==> src/rtl/seg7_scan_driver_pkg.sv <==
// Shared definitions for the multiplexed seven-segment driver.
// Segment patterns are active-low and ordered {G,F,E,D,C,B,A}.
package seg7_pkg;

    localparam logic [6:0] SEG_OFF = 7'h7F;

    // Entry n holds the pattern for hex digit n. Digit F is the first element, digit 0 the last.
    localparam logic [15:0][6:0] HEX_TABLE = {
        7'h0E, 7'h06, 7'h21, 7'h46, 7'h03, 7'h08, 7'h10, 7'h00,
        7'h78, 7'h02, 7'h12, 7'h19, 7'h30, 7'h24, 7'h79, 7'h40
    };

    typedef enum logic {
        BLANK = 1'b0,
        DRIVE = 1'b1
    } phase_e;

    function automatic logic [6:0] hex_pattern(input logic [3:0] nibble);
        return HEX_TABLE[nibble];
    endfunction

endpackage

==> src/rtl/seg7_scan_driver_if.sv <==
// Bundle between the character logic (master) and the scan driver (slave).
// The driver's outputs go to the board's shared segment and anode pins.
interface seg7_scan_driver_if #(
    parameter int NUM_DIGITS = 4
);
    logic                      load;
    logic [4*NUM_DIGITS-1:0]   digits_in;
    logic [NUM_DIGITS-1:0]     dp_in;
    logic [NUM_DIGITS-1:0]     digit_en;
    logic [NUM_DIGITS-1:0]     blink_mask;
    logic [6:0]                seg;
    logic                      dp;
    logic [NUM_DIGITS-1:0]     an;

    modport master (
        output load, digits_in, dp_in, digit_en, blink_mask,
        input  seg, dp, an
    );

    modport slave (
        input  load, digits_in, dp_in, digit_en, blink_mask,
        output seg, dp, an
    );
endinterface

==> src/rtl/seg7_scan_driver_hex_decode.sv <==
// Combinational hex nibble to active-low seven-segment pattern.
module seg7_hex_decode
    import seg7_pkg::*;
(
    input  logic [3:0] i_nibble,
    output logic [6:0] o_seg
);

    assign o_seg = hex_pattern(i_nibble);

endmodule

==> src/rtl/seg7_scan_driver.sv <==
// Time-multiplexed seven-segment driver with per-digit dp, blanking, blink and dead time.
//   phase | meaning
//   BLANK | prescaler < BLANK_CYCLES, all anodes off (anti-ghosting)
//   DRIVE | anode of the current digit on, segments from shadow state
module seg7_scan_driver
    import seg7_pkg::*;
#(
    parameter int NUM_DIGITS   = 4,
    parameter int SCAN_DIV     = 50000,
    parameter int BLANK_CYCLES = 16,
    parameter int BLINK_LOG2   = 25
) (
    input  logic              clk,
    input  logic              rst,
    seg7_scan_driver_if.slave io_bus
);

    localparam int PW = (SCAN_DIV > 1) ? $clog2(SCAN_DIV) : 1;
    localparam int IW = (NUM_DIGITS > 1) ? $clog2(NUM_DIGITS) : 1;

    logic [PW-1:0]           r_presc;
    logic [IW-1:0]           r_idx;
    logic [BLINK_LOG2-1:0]   r_blink;
    logic [4*NUM_DIGITS-1:0] r_digits;
    logic [NUM_DIGITS-1:0]   r_dp_req;
    logic [NUM_DIGITS-1:0]   r_en;
    logic [NUM_DIGITS-1:0]   r_blink_mask;
    logic [6:0]              r_seg;
    logic                    r_dp;
    logic [NUM_DIGITS-1:0]   r_an;

    phase_e                  w_phase;
    logic                    w_presc_wrap;
    logic [3:0]              w_nibble;
    logic [6:0]              w_pattern;
    logic                    w_sel_en;
    logic                    w_sel_dp;
    logic                    w_sel_blink;
    logic                    w_dark;
    logic [NUM_DIGITS-1:0]   w_an_drive;

    assign w_phase      = (r_presc < PW'(BLANK_CYCLES)) ? BLANK : DRIVE;
    assign w_presc_wrap = (r_presc == PW'(SCAN_DIV - 1));

    // Select everything belonging to the current digit in one place.
    always_comb begin
        w_nibble    = 4'h0;
        w_sel_en    = 1'b0;
        w_sel_dp    = 1'b0;
        w_sel_blink = 1'b0;
        w_an_drive  = '1;
        for (int i = 0; i < NUM_DIGITS; i++) begin
            if (r_idx == IW'(i)) begin
                w_nibble      = r_digits[4*i +: 4];
                w_sel_en      = r_en[i];
                w_sel_dp      = r_dp_req[i];
                w_sel_blink   = r_blink_mask[i];
                w_an_drive[i] = 1'b0;
            end
        end
    end

    assign w_dark = !w_sel_en || (w_sel_blink && r_blink[BLINK_LOG2-1]);

    seg7_hex_decode u_hex_decode (
        .i_nibble (w_nibble),
        .o_seg    (w_pattern)
    );

    always_ff @(posedge clk or posedge rst) begin
        if (rst) begin
            r_presc      <= '0;
            r_idx        <= '0;
            r_blink      <= '0;
            r_digits     <= '0;
            r_dp_req     <= '0;
            r_en         <= '0;
            r_blink_mask <= '0;
        end else begin
            r_blink <= r_blink + BLINK_LOG2'(1);
            if (w_presc_wrap) begin
                r_presc <= '0;
                r_idx   <= (r_idx == IW'(NUM_DIGITS - 1)) ? '0 : r_idx + IW'(1);
            end else begin
                r_presc <= r_presc + PW'(1);
            end
            if (io_bus.load) begin
                r_digits     <= io_bus.digits_in;
                r_dp_req     <= io_bus.dp_in;
                r_en         <= io_bus.digit_en;
                r_blink_mask <= io_bus.blink_mask;
            end
        end
    end

    // A dark digit still drives its anode so the scan duty cycle stays constant.
    always_ff @(posedge clk or posedge rst) begin
        if (rst) begin
            r_seg <= SEG_OFF;
            r_dp  <= 1'b1;
            r_an  <= '1;
        end else begin
            case (w_phase)
                DRIVE: begin
                    r_an <= w_an_drive;
                    if (w_dark) begin
                        r_seg <= SEG_OFF;
                        r_dp  <= 1'b1;
                    end else begin
                        r_seg <= w_pattern;
                        r_dp  <= ~w_sel_dp;
                    end
                end
                default: begin
                    r_seg <= SEG_OFF;
                    r_dp  <= 1'b1;
                    r_an  <= '1;
                end
            endcase
        end
    end

    assign io_bus.seg = r_seg;
    assign io_bus.dp  = r_dp;
    assign io_bus.an  = r_an;

endmodule

==> src/flat_wrapper.sv <==
// flat-port wrapper written by rule: the top's interface ports become plain ports
module seg7_scan_driver_flat import seg7_pkg::*;
#(
    parameter int NUM_DIGITS   = 4,
    parameter int SCAN_DIV     = 50000,
    parameter int BLANK_CYCLES = 16,
    parameter int BLINK_LOG2   = 25
)
  (clk, rst, io_bus_load, io_bus_digits_in, io_bus_dp_in, io_bus_digit_en, io_bus_blink_mask, io_bus_seg, io_bus_dp, io_bus_an);
  seg7_scan_driver_if #(.NUM_DIGITS(NUM_DIGITS)) io_bus_i ();
  input  logic clk;
  input  logic rst;
  input wire logic [$bits(io_bus_i.load)-1:0] io_bus_load;
  input wire logic [$bits(io_bus_i.digits_in)-1:0] io_bus_digits_in;
  input wire logic [$bits(io_bus_i.dp_in)-1:0] io_bus_dp_in;
  input wire logic [$bits(io_bus_i.digit_en)-1:0] io_bus_digit_en;
  input wire logic [$bits(io_bus_i.blink_mask)-1:0] io_bus_blink_mask;
  output wire logic [$bits(io_bus_i.seg)-1:0] io_bus_seg;
  output wire logic [$bits(io_bus_i.dp)-1:0] io_bus_dp;
  output wire logic [$bits(io_bus_i.an)-1:0] io_bus_an;
  assign io_bus_i.load = io_bus_load;
  assign io_bus_i.digits_in = io_bus_digits_in;
  assign io_bus_i.dp_in = io_bus_dp_in;
  assign io_bus_i.digit_en = io_bus_digit_en;
  assign io_bus_i.blink_mask = io_bus_blink_mask;
  assign io_bus_seg = io_bus_i.seg;
  assign io_bus_dp = io_bus_i.dp;
  assign io_bus_an = io_bus_i.an;
  seg7_scan_driver #(.NUM_DIGITS(NUM_DIGITS), .SCAN_DIV(SCAN_DIV), .BLANK_CYCLES(BLANK_CYCLES), .BLINK_LOG2(BLINK_LOG2)) u_core (.clk(clk), .rst(rst), .io_bus(io_bus_i));
endmodule
==> config.mk <==
export PLATFORM = sky130hd
export DESIGN_NAME = seg7_scan_driver_flat
export DESIGN_NICKNAME = d
export VERILOG_FILES = /design/src/rtl/seg7_scan_driver_pkg.sv /design/src/rtl/seg7_scan_driver_if.sv /design/src/rtl/seg7_scan_driver_hex_decode.sv /design/src/rtl/seg7_scan_driver.sv /design/src/flat_wrapper.sv
export SDC_FILE = /design/constraint.sdc
export NUM_CORES = 1
export LEC_CHECK = 0
export CAP_MARGIN = 25
export CORE_MARGIN = 2
export CORE_UTILIZATION = 51
export CTS_CLUSTER_SIZE = 25
export DETAILED_ROUTE_END_ITERATION = 16
export GPL_TIMING_DRIVEN = 0
export PLACE_DENSITY = 0.76
export SYNTH_ARGS = -nofsm -noshare
export SYNTH_HDL_FRONTEND = slang
export SYNTH_HIERARCHICAL = 1
export SYNTH_SLANG_ARGS = --single-unit
==> constraint.sdc <==
create_clock -name clk -period 2.7 [get_ports clk]
set_clock_uncertainty 0.05 [all_clocks]
set_input_delay 0.54 -clock clk [delete_from_list [all_inputs] [get_ports clk]]
set_output_delay 0.54 -clock clk [all_outputs]
set_load 0.01 [all_outputs]
Yosys cells after proc, flatten, opt, wreduce, memory -nomap -nowiden --
Memory sizes are Yosys's and may differ from the RTL's. Cells that the tools add are included.
Operators by class: reductions and logical operators 4, muxes and demuxes 28, $add $sub $neg 3, magnitude comparators 2, equality and inequality tests 4, bitwise gates (word level) 1
Operators with widths (count):
- $add A25 B1 Y25 const B | 1
- $mux W7 | 3
- $mux W4 | 5
- $mux W1 | 18
- $add A16 B1 Y16 const B | 1
- $eq A16 B16 Y1 const B | 1
- $lt A16 B5 Y1 const B | 1
- $mux W16 | 1
- $lt A4 B5 Y1 const B | 1
- $eq A2 B2 Y1 const B | 2
- $add A2 B1 Y2 const B | 1
- $eq A2 B1 Y1 const B | 1
- $logic_not A2 Y1 | 1
- $mux W2 | 1
- $logic_and A1 B1 Y1 | 1
- $logic_not A1 Y1 | 1
- $logic_or A1 B1 Y1 | 1
- $not A1 Y1 | 1
Word-level totals: input bits 31, word-level logic and storage cells 53, output and inout port bits 12, memories kept 1, register bits 83, ROM bits 112
Memory list:
- (no name shown) | words 16, width 7, rd ports 1, clocked after Yosys merged registers in 0, write ports 0, RTL line seg7_scan_driver_pkg.sv:19 | return HEX_TABLE[nibble];

Longest topological paths before layout --
Gate-level depths: netlist of run 1.
depth in word-level cells 9, mapped depth 11, depth with buffers taken out 11

Modules after synthesis --
The synthesis of run 1 kept the hierarchy.
By module, submodules not included:
- seg7_scan_driver | area each 3644.7 µm², cells an instance 294, seq. area each 2092.0 µm², times used 1
- seg7_hex_decode | area each 275.3 µm², cells an instance 32, seq. area each 0.0 µm², times used 1

Worst setup path after synthesis of run 1 --
Ideal clock, no wire load.
path type register -> register, start register u_core.r_idx[0], end register u_core.r_seg[3] (netlist: u_core/io_bus.seg[3]), data required time 2.555 ns, library setup time 0.095 ns, buffers on the path 0, arrival time 2.728 ns, period minus slack after synthesis 2.873 ns, setup slack -0.173 ns, stages on the path, launching flop included 11, path through dfrtp_1 > inv_1 > ha_1 > nor2b_1 > a221oi_1 > o31ai_1 > inv_1 > ha_1 > inv_1 > mux4_1 > nand3b_1
On the way: word-level cells in the longest chain between the ends 9, elaborated cells between the ends (all ways) 23, classes of those cells 3 x eq/ne; 15 x mux; 4 x reduce/logical; 1 x memory
RTL lines:
- start, declared | RTL line seg7_scan_driver.sv:22 | logic [IW-1:0] r_idx;
- start signal, assigned | RTL line seg7_scan_driver.sv:83 | r_idx <= (r_idx == IW'(NUM_DIGITS - 1)) ? '0 : r_idx + IW'(1);
- $logic_not A2 Y1 | RTL line seg7_scan_driver.sv:53 | if (r_idx == IW'(i)) begin
- $mux W4 (3 in series) | RTL line seg7_scan_driver.sv:53
- $mux W4 (*) | RTL line seg7_scan_driver.sv:53
- named net u_core.w_nibble[0] | RTL line seg7_scan_driver.sv:34 | logic [3:0] w_nibble;
- $mem_v2 Z16 W7 (*)
- $mux W7 (not written as such) (*) | RTL line seg7_scan_driver_pkg.sv:19
- named net u_core.w_pattern[3] | RTL line seg7_scan_driver.sv:35 | logic [6:0] w_pattern;
- $mux W7 (*) | RTL line seg7_scan_driver.sv:106 | if (w_dark) begin
- $mux W7 (*) | RTL line seg7_scan_driver.sv:103 | case (w_phase)
- end signal, assigned | RTL line seg7_scan_driver.sv:110 | r_seg <= w_pattern;
- end, declared | RTL line seg7_scan_driver.sv:28 | logic [6:0] r_seg;
Mark *: on every way through the listed nets, which the timed path passes. The rest lies on a longest branch. The select of a mux whose other input is x is not followed. A chain may end at the register's enable or synchronous reset.

Final worst setup path of run 1 --
start register u_core.r_idx[0], end register u_core.r_seg[6] (netlist: u_core/io_bus.seg[6])
The elaborated chain is that of the path after synthesis.

==> reports/qor.csv, run 1 <==
stage,metric,value,unit
logic_synthesis,Yosys reg bits,83,
logic_synthesis,synth cell count leaders,"dfrtp_1, mux2_2, nand2_1",
critical_path,Top delay family on crit path,compound AO/OA/AOI/OAI gates,
timing,RSZ-0062 raised after global routing,true,
routing,DR vias/cell,5.26,
pwr,Lkg Pwr,2.09,nW
critical_path,worst stage delay on the critical path,470,ps
floorplan,Die ar.,8400,um^2
logic_synthesis,"top cells by area, synth","dfrtp_1, mux2_2, dfstp_2",
routing,Final ANT Viol Nets,0,
logic_synthesis,sequential-to-total area share from yosys stat,53.4,%
global_route,"Most Used Layer, Global Route",met2,
logic_synthesis,gate count after technology mapping,326,
final_layout,Register Area,2090,um^2
final_layout,fin nets,429,
pwr,cell area power density,528,nW/um^2
floorplan,Core Area,7330,um^2
clock_tree,CTS Hold Bufs,0,
routing,Routed WL per cell,14.5,um
job,max_cap viols,0,
logic_synthesis,ys async rst share,100,%
critical_path,WP data arrival,2860,ps
clock_tree,clk sink count,83,
clock_tree,clock root cell,clkbuf_8,
final_layout,layout cell share with drive strength beyond 1,24.6,%
logic_synthesis,Yosys Warn Count,6,
routing,vias post-DR,2573,
routing,DRT Wirelength,7.07,mm
global_route,GR Util met3,3.94,%
floorplan,std cell rows,31,
clock_tree,Max clock buf depth,2,
place,Post-DP Area,4510,um^2
timing,fin crit share,98.0,%
floorplan,I/O pin count,43,
logic_synthesis,"count leader, synth",dfrtp_1,
logic_synthesis,top_reg_cell synth,dfrtp_1,
global_route,routing usage on met2,29.2,%
critical_path,maximum fanout along the worst path,10,
timing,count of final max-slew check failures,0,
timing,final count of hold timing violations,0,
critical_path,critical path class,register to register,
place,Placed Cells,468,
timing,worst-margin pin slew,598,ps
final_layout,synthesis-to-finish area growth,22.7,%
logic_synthesis,post-synth top area share,45.3,%
final_layout,fin area,4810,um^2
floorplan,die width,91.7,um
clock_tree,"Reg clk slew, reported paths",90,ps
critical_path,critical path startpoint category,register,
global_route,largest net degree at the start of global routing,41,
clock_tree,CTS Buf Count,9,
critical_path,CP required,2910,ps
routing,Initial DRC Count,103,
logic_synthesis,Syn Area/Cell,12.0,um^2
timing,Fmax,378,MHz
floorplan,Initial Utilization,53.5,%
timing,"Setup violations, final",0,
global_route,residual overflow from global routing,0,
clock_tree,Skew-Pair Late Insertion Delay,360,ps
floorplan,die height,91.7,um
logic_synthesis,largest area contributor in the netlist,dfrtp_1,
final_layout,antenna cells,0,
pwr,Peak VDD IR,0.391,mV
critical_path,CP max stage cell,o31ai_1,
place,gpl congestion,0.820,
global_route,first-pass GRT wire length,12.2,mm
outcome,status,finished clean,
global_route,gr usage total,18.5,%
global_route,vias in the first global route,2586,
critical_path,CP Buf/Inv Count,3,
logic_synthesis,library cells used by synthesis,40,
global_route,GR Util met1,25.4,%
clock_tree,CTS tree,done,
critical_path,endpoint class of the critical path,register,
timing,Slew HR,60.1,%
routing,DRT Pass-1 Iters,4,
min_path,Hold WC Path Type,input pin to async pin,
logic_synthesis,Netlist Area Pre-Place,3920,um^2
logic_synthesis,syn nets,370,
clock_tree,H-tree Lvls,3,
final_layout,Multi-input gate area,1790,um^2
place,Port Buffers,41,
place,DP HPWL,4.98,mm
global_route,initial antenna violation count,0,
logic_synthesis,Post-synth EDFFs,0,
critical_path,crit path cell chain,inv_2 > ha_4 > nor2b_4 > buf_4 > a221oi_1 > o31ai_1 > buf_6 > mux2_2 > a22o_1 > nand3b_1,
timing,Period minus WS final,2650,ps
final_layout,Filler cells,525,
final_layout,final cell count without fillers,489,
routing,# DRC,0,
## per-stage QoR
stage | TNS [ps] | power [W] | util [%] | setup WS, ps | hold slack [ps]
final | 0 | 0.00254 | 65.6 | 54.8 | 385
after global placement | -1010 | 0.00163 | 60.9 | -359 | 403
after detailed placement | -1240 | 0.00165 | 61.5 | -402 | 414
after CTS | 0 | 0.00256 | 64.8 | 4.41 | 380
after global routing | -30.8 | 0.00265 | 65.6 | -30.8 | 389
after floorplan | 0 | 0.00153 | - | 24.5 | 388
## report_power, final
| group | switching (W) | total, W | internal, W |
|---|---|---|---|
| Combinational | 0.000123 | 0.000297 | 0.000174 |
| Sequential | 0.0000267 | 0.00134 | 0.00131 |
| Clock | 0.000466 | 0.000901 | 0.000435 |
| Total | 0.000616 | 0.00254 | 0.00192 |
## registers in the layout, indices dropped and copies added, names as in the netlist
signal and cells:
u_core/io_bus.an 4, u_core/io_bus.seg 7, u_core/io_bus.dp 1, u_core/r_blink 25
u_core/r_en 4, u_core/r_presc 16, u_core/r_blink_mask 4, u_core/r_digits 16
u_core/r_dp_req 4, u_core/r_idx 2
## final cells by class
cell class                      count  area share [%]
Sequential cell                    83            43.5
Multi-Input combinational cell    223            37.2
Timing Repair Buffer               48            10.1
Clock buffer                        9            2.58
Tap cell                           99            2.58
Clock inverter                      7            1.59
Buffer                             10            1.54
Inverter                           10           0.859
## worst paths after layout
kind / end / slack, ps / startpoint / cells past startpoint
min in group clk: u_core/r_blink[11] / 420 / u_core/r_blink[11] / 1
worst max register to register: u_core/io_bus.seg[6] / 50 / u_core/r_idx[0] / 10
worst max-delay path: u_core/io_bus.seg[6] / 50 / u_core/r_idx[0] / 10
worst min-delay path: u_core/r_blink[14] / 390 / rst / 2
max in group asynchronous: u_core/io_bus.seg[5] / 1450 / rst / 4
worst min register to register: u_core/r_blink[11] / 420 / u_core/r_blink[11] / 1
## cells in the final DEF (no fill, tap or decap), types with 3 or more instances in the layout
cell             netlist  final
nand3b_1               9      9
nor3_1                 7      7
dfrtp_1               71     71
dfstp_2               12     12
buf_4                  0      5
o21ai_0                3      3
inv_2                  0      4
nand2_1               28     28
nand3_1               17     17
nor4_4                 4      4
buf_2                  4      4
clkdlybuf4s50_1        0     41
buf_6                  2      4
xor2_1                 9      9
a21oi_1                6      6
and4_1                 3      3
and3_1                 4      4
nor2b_1                6      5
inv_1                 10      5
xnor2_1               26     26
mux2i_1                5      5
nand4_1                9      9
clkbuf_8               0      9
mux2_2                30     30
nor2_1                19     19
ha_1                  13     10
## timing repair
action                                  4_1_cts  5_1_grt
buffers inserted                              3        2
gates resized for setup                       6       18
endpoints found under the setup margin        5        5
pin swaps                                     2        1
## routing by layer
| layer | routed length, um | vias to the layer above | share of wire (%) |
|---|---|---|---|
| met2 | 3350 | 39 | 47 |
| met4 | 105 | 0 | 1.5 |
| met5 | 0 | - | 0 |
| met1 | 3390 | 1262 | 48 |
| met3 | 222 | 10 | 3.1 |
| li1 | - | 1262 | - |
## cell families (layout without fill, tap and decap cells)
kind of cell	Yosys count	in the layout	share of synthesized area [%]
AND/OR/NAND/NOR	114	114	17.0
flip-flops	83	83	53.4
multiplexers	37	37	10.9
XOR/XNOR	35	35	7.82
AO/OA/AOI/OAI	24	24	4.34
buffers and inverters	20	84	2.43
adder cells (fa/ha/maj)	13	13	4.15
No activity file was read; power rests on OpenSTA's default activity.
==> inputs of run 2 (changes only) <==
--- a/config.mk
+++ b/config.mk
@@ -5,7 +5,7 @@
 export SDC_FILE = /design/constraint.sdc
 export NUM_CORES = 1
 export LEC_CHECK = 0
-export CAP_MARGIN = 25
+export CAP_MARGIN = 20
 export CORE_MARGIN = 2
 export CORE_UTILIZATION = 51
 export CTS_CLUSTER_SIZE = 25
==> results of run 2 <==
The final DEF is identical to that of run 1; final timing and power are the same.
==> inputs of run 3 (changes only) <==
--- a/config.mk
+++ b/config.mk
@@ -6,7 +6,7 @@
 export NUM_CORES = 1
 export LEC_CHECK = 0
 export CAP_MARGIN = 20
-export CORE_MARGIN = 2
+export CORE_MARGIN = 8
 export CORE_UTILIZATION = 51
 export CTS_CLUSTER_SIZE = 25
 export DETAILED_ROUTE_END_ITERATION = 16
==> run 3 against run 2 <==
Compared with the run above: sequential share of layout area decreased by 0.18 points; global-route usage decreased by 4.2 points; design area increased by 0.47%; sequential cell count unchanged; wire length increased by 4.0%; fmax increased by 2.2%; hold slack improved by 41 ps.
==> reports/qor.csv, run 3 (same netlist as run 1, synthesis figures left out) <==
stage,metric,value,unit,change
final_layout,"commonest non-fill, non-tap cells in the layout","dfrtp_1, clkdlybuf4s50_1, mux2_2, nand2_1, xnor2_1",,unchanged
floorplan,die width,104,um,was 91.7 um
clock_tree,Max clock buf depth,2,,unchanged
routing,Routed WL per cell,14.9,um,was 14.5 um
floorplan,std cell rows,32,,was 31
critical_path,maximum fanout along the worst path,10,,unchanged
timing,Final TNS setup,0,ps,unchanged
floorplan,Initial Utilization,51.8,%,was 53.5%
place,Post-DP Area,4510,um^2,about the same
clock_tree,CTS Buf Count,9,,unchanged
clock_tree,Skew-Pair Late Insertion Delay,340,ps,was 360 ps
outcome,status,finished clean,,unchanged
global_route,residual overflow from global routing,0,,unchanged
critical_path,critical path class,register to register,,unchanged
final_layout,fin area,4830,um^2,was 4810 um^2
final_layout,synthesis-to-finish area growth,23.2,%,was 22.7%
timing,Fmax,386,MHz,was 378 MHz
timing,count of final max-slew check failures,0,,unchanged
final_layout,fin nets,430,,was 429
routing,DR vias/cell,5.29,,was 5.26
final_layout,"commonest non-fill, non-tap cell in the layout",dfrtp_1,,unchanged
routing,DRT Pass-1 Iters,4,,unchanged
final_layout,Register Area,2090,um^2,about the same
global_route,initial antenna violation count,0,,unchanged
final_layout,Multi-input gate area,1810,um^2,was 1790 um^2
min_path,Hold WC Path Type,register to register,,was input pin to async pin
clock_tree,H-tree Lvls,3,,unchanged
clock_tree,CTS tree,done,,unchanged
timing,"Setup violations, final",0,,unchanged
final_layout,layout cell share with drive strength beyond 1,24.3,%,was 24.6%
final_layout,Filler cells,564,,was 525
timing,Period minus WS final,2590,ps,was 2650 ps
pwr,total power,0.00250,W,was 0.00254 W
final_layout,antenna cells,0,,unchanged
timing,worst-margin pin slew,564,ps,was 598 ps
timing,fin crit share,95.9,%,was 98.0%
floorplan,I/O pin count,43,,unchanged
critical_path,endpoint class of the critical path,register,,unchanged
clock_tree,clock root cell,clkbuf_8,,unchanged
global_route,largest net degree at the start of global routing,41,,unchanged
global_route,gr usage total,14.3,%,was 18.5%
routing,vias post-DR,2607,,was 2573
final_layout,max FFs per register,25,,unchanged
global_route,vias in the first global route,2689,,was 2586
clock_tree,"Reg clk slew, reported paths",80,ps,was 90 ps
routing,# DRC,0,,unchanged
floorplan,Core Area,7570,um^2,was 7330 um^2
timing,Slew HR,62.3,%,was 60.1%
floorplan,die height,104,um,was 91.7 um
final_layout,top flop regs,"u_core/r_blink x25, u_core/r_digits x16, u_core/r_presc x16",,unchanged
timing,"Worst Setup Slack, final",112,ps,was 54.8 ps
place,gpl congestion,0.844,,was 0.820
global_route,first-pass GRT wire length,12.7,mm,was 12.2 mm
pwr,Lkg Pwr,2.09,nW,about the same
job,max_cap viols,0,,unchanged
floorplan,Die ar.,10700,um^2,was 8400 um^2
final_layout,Top reg by flops,u_core/r_blink,,unchanged
pwr,cell area power density,518,nW/um^2,was 528 nW/um^2
critical_path,WP data arrival,2810,ps,was 2860 ps
critical_path,critical path startpoint category,register,,unchanged
place,dpl ws,-437,ps,was -402 ps
pwr,Peak VDD IR,0.336,mV,was 0.391 mV
critical_path,CP required,2930,ps,was 2910 ps
place,Port Buffers,41,,unchanged
clock_tree,CTS Hold Bufs,0,,unchanged
routing,Initial DRC Count,97,,was 103
routing,DRT Wirelength,7.35,mm,was 7.07 mm
place,DP HPWL,5.44,mm,was 4.98 mm
clock_tree,clk sink count,83,,unchanged
timing,final count of hold timing violations,0,,unchanged
routing,Final ANT Viol Nets,0,,unchanged
timing,Fin Hold WS,426,ps,was 385 ps
## run 3: changes by cell type in the layout (fill, tap and decap cells not counted), sizes merged
cell and delta:
buf +2, inv -2, clkinvlp +1, clkinv -2, clkbuf +2
## run 3: through the flow
step	std cells	utilization (%)
finish	493	63.8
global route	493	63.8
CTS	490	62.8
detailed placement	471	59.6
global placement	469	59.1
floorplan	326	-
## run 3: path summary, 6_finish.rpt
kind	start	endpoint	slack, ps	depth (start not counted)
min in group asynchronous	rst	u_core/r_presc[7]	450	2
min reg2reg	u_core/r_blink[15]	u_core/r_blink[15]	430	1
max	u_core/r_idx[0]	u_core/io_bus.seg[0]	110	11
max reg2reg	u_core/r_idx[0]	u_core/io_bus.seg[0]	110	11
min	u_core/r_blink[15]	u_core/r_blink[15]	430	1
max in group asynchronous	rst	u_core/r_digits[15]	1430	4
## run 3: cell type report
cell class	count	area share, %
Tap cell	102	2.64
Multi-Input combinational cell	223	37.4
Buffer	10	1.45
Sequential cell	83	43.3
Clock buffer	12	3.00
Clock inverter	4	1.04
Inverter	10	0.855
Timing Repair Buffer	49	10.3
## run 3: metal layers
| layer | part of all wire [%] | wire length, um | up-vias | global-route usage, % |
|---|---|---|---|---|
| met1 | 45 | 3320 | 1297 | 16.7 |
| met5 | 0 | 0 | - | 0 |
| met2 | 50 | 3670 | 43 | 24.3 |
| li1 | - | - | 1259 | - |
| met4 | 1.0 | 77 | 0 | 4.55 |
| met3 | 3.9 | 286 | 8 | 4.65 |
## run 3: timing repair
action	CTS	global route
buffers inserted	3	3
setup endpoints to repair	6	5
resized for setup	7	18
pin swaps	2	1
## run 3: where the power goes
group          internal (W)  switching [W]
clock              0.000452       0.000411
sequential          0.00131      0.0000273
combinational      0.000173       0.000125
total               0.00194       0.000563
## run 3: worst max-delay path, cell delays in order, from the launching register on
cell and delay [ps]:
dfrtp_2 430, inv_2 70, ha_2 210, buf_4 180
nor2b_1 160, o31ai_4 260, buf_4 180, ha_1 180
and2b_2 230, or3b_1 360, o21ai_0 80, nand3b_1 130
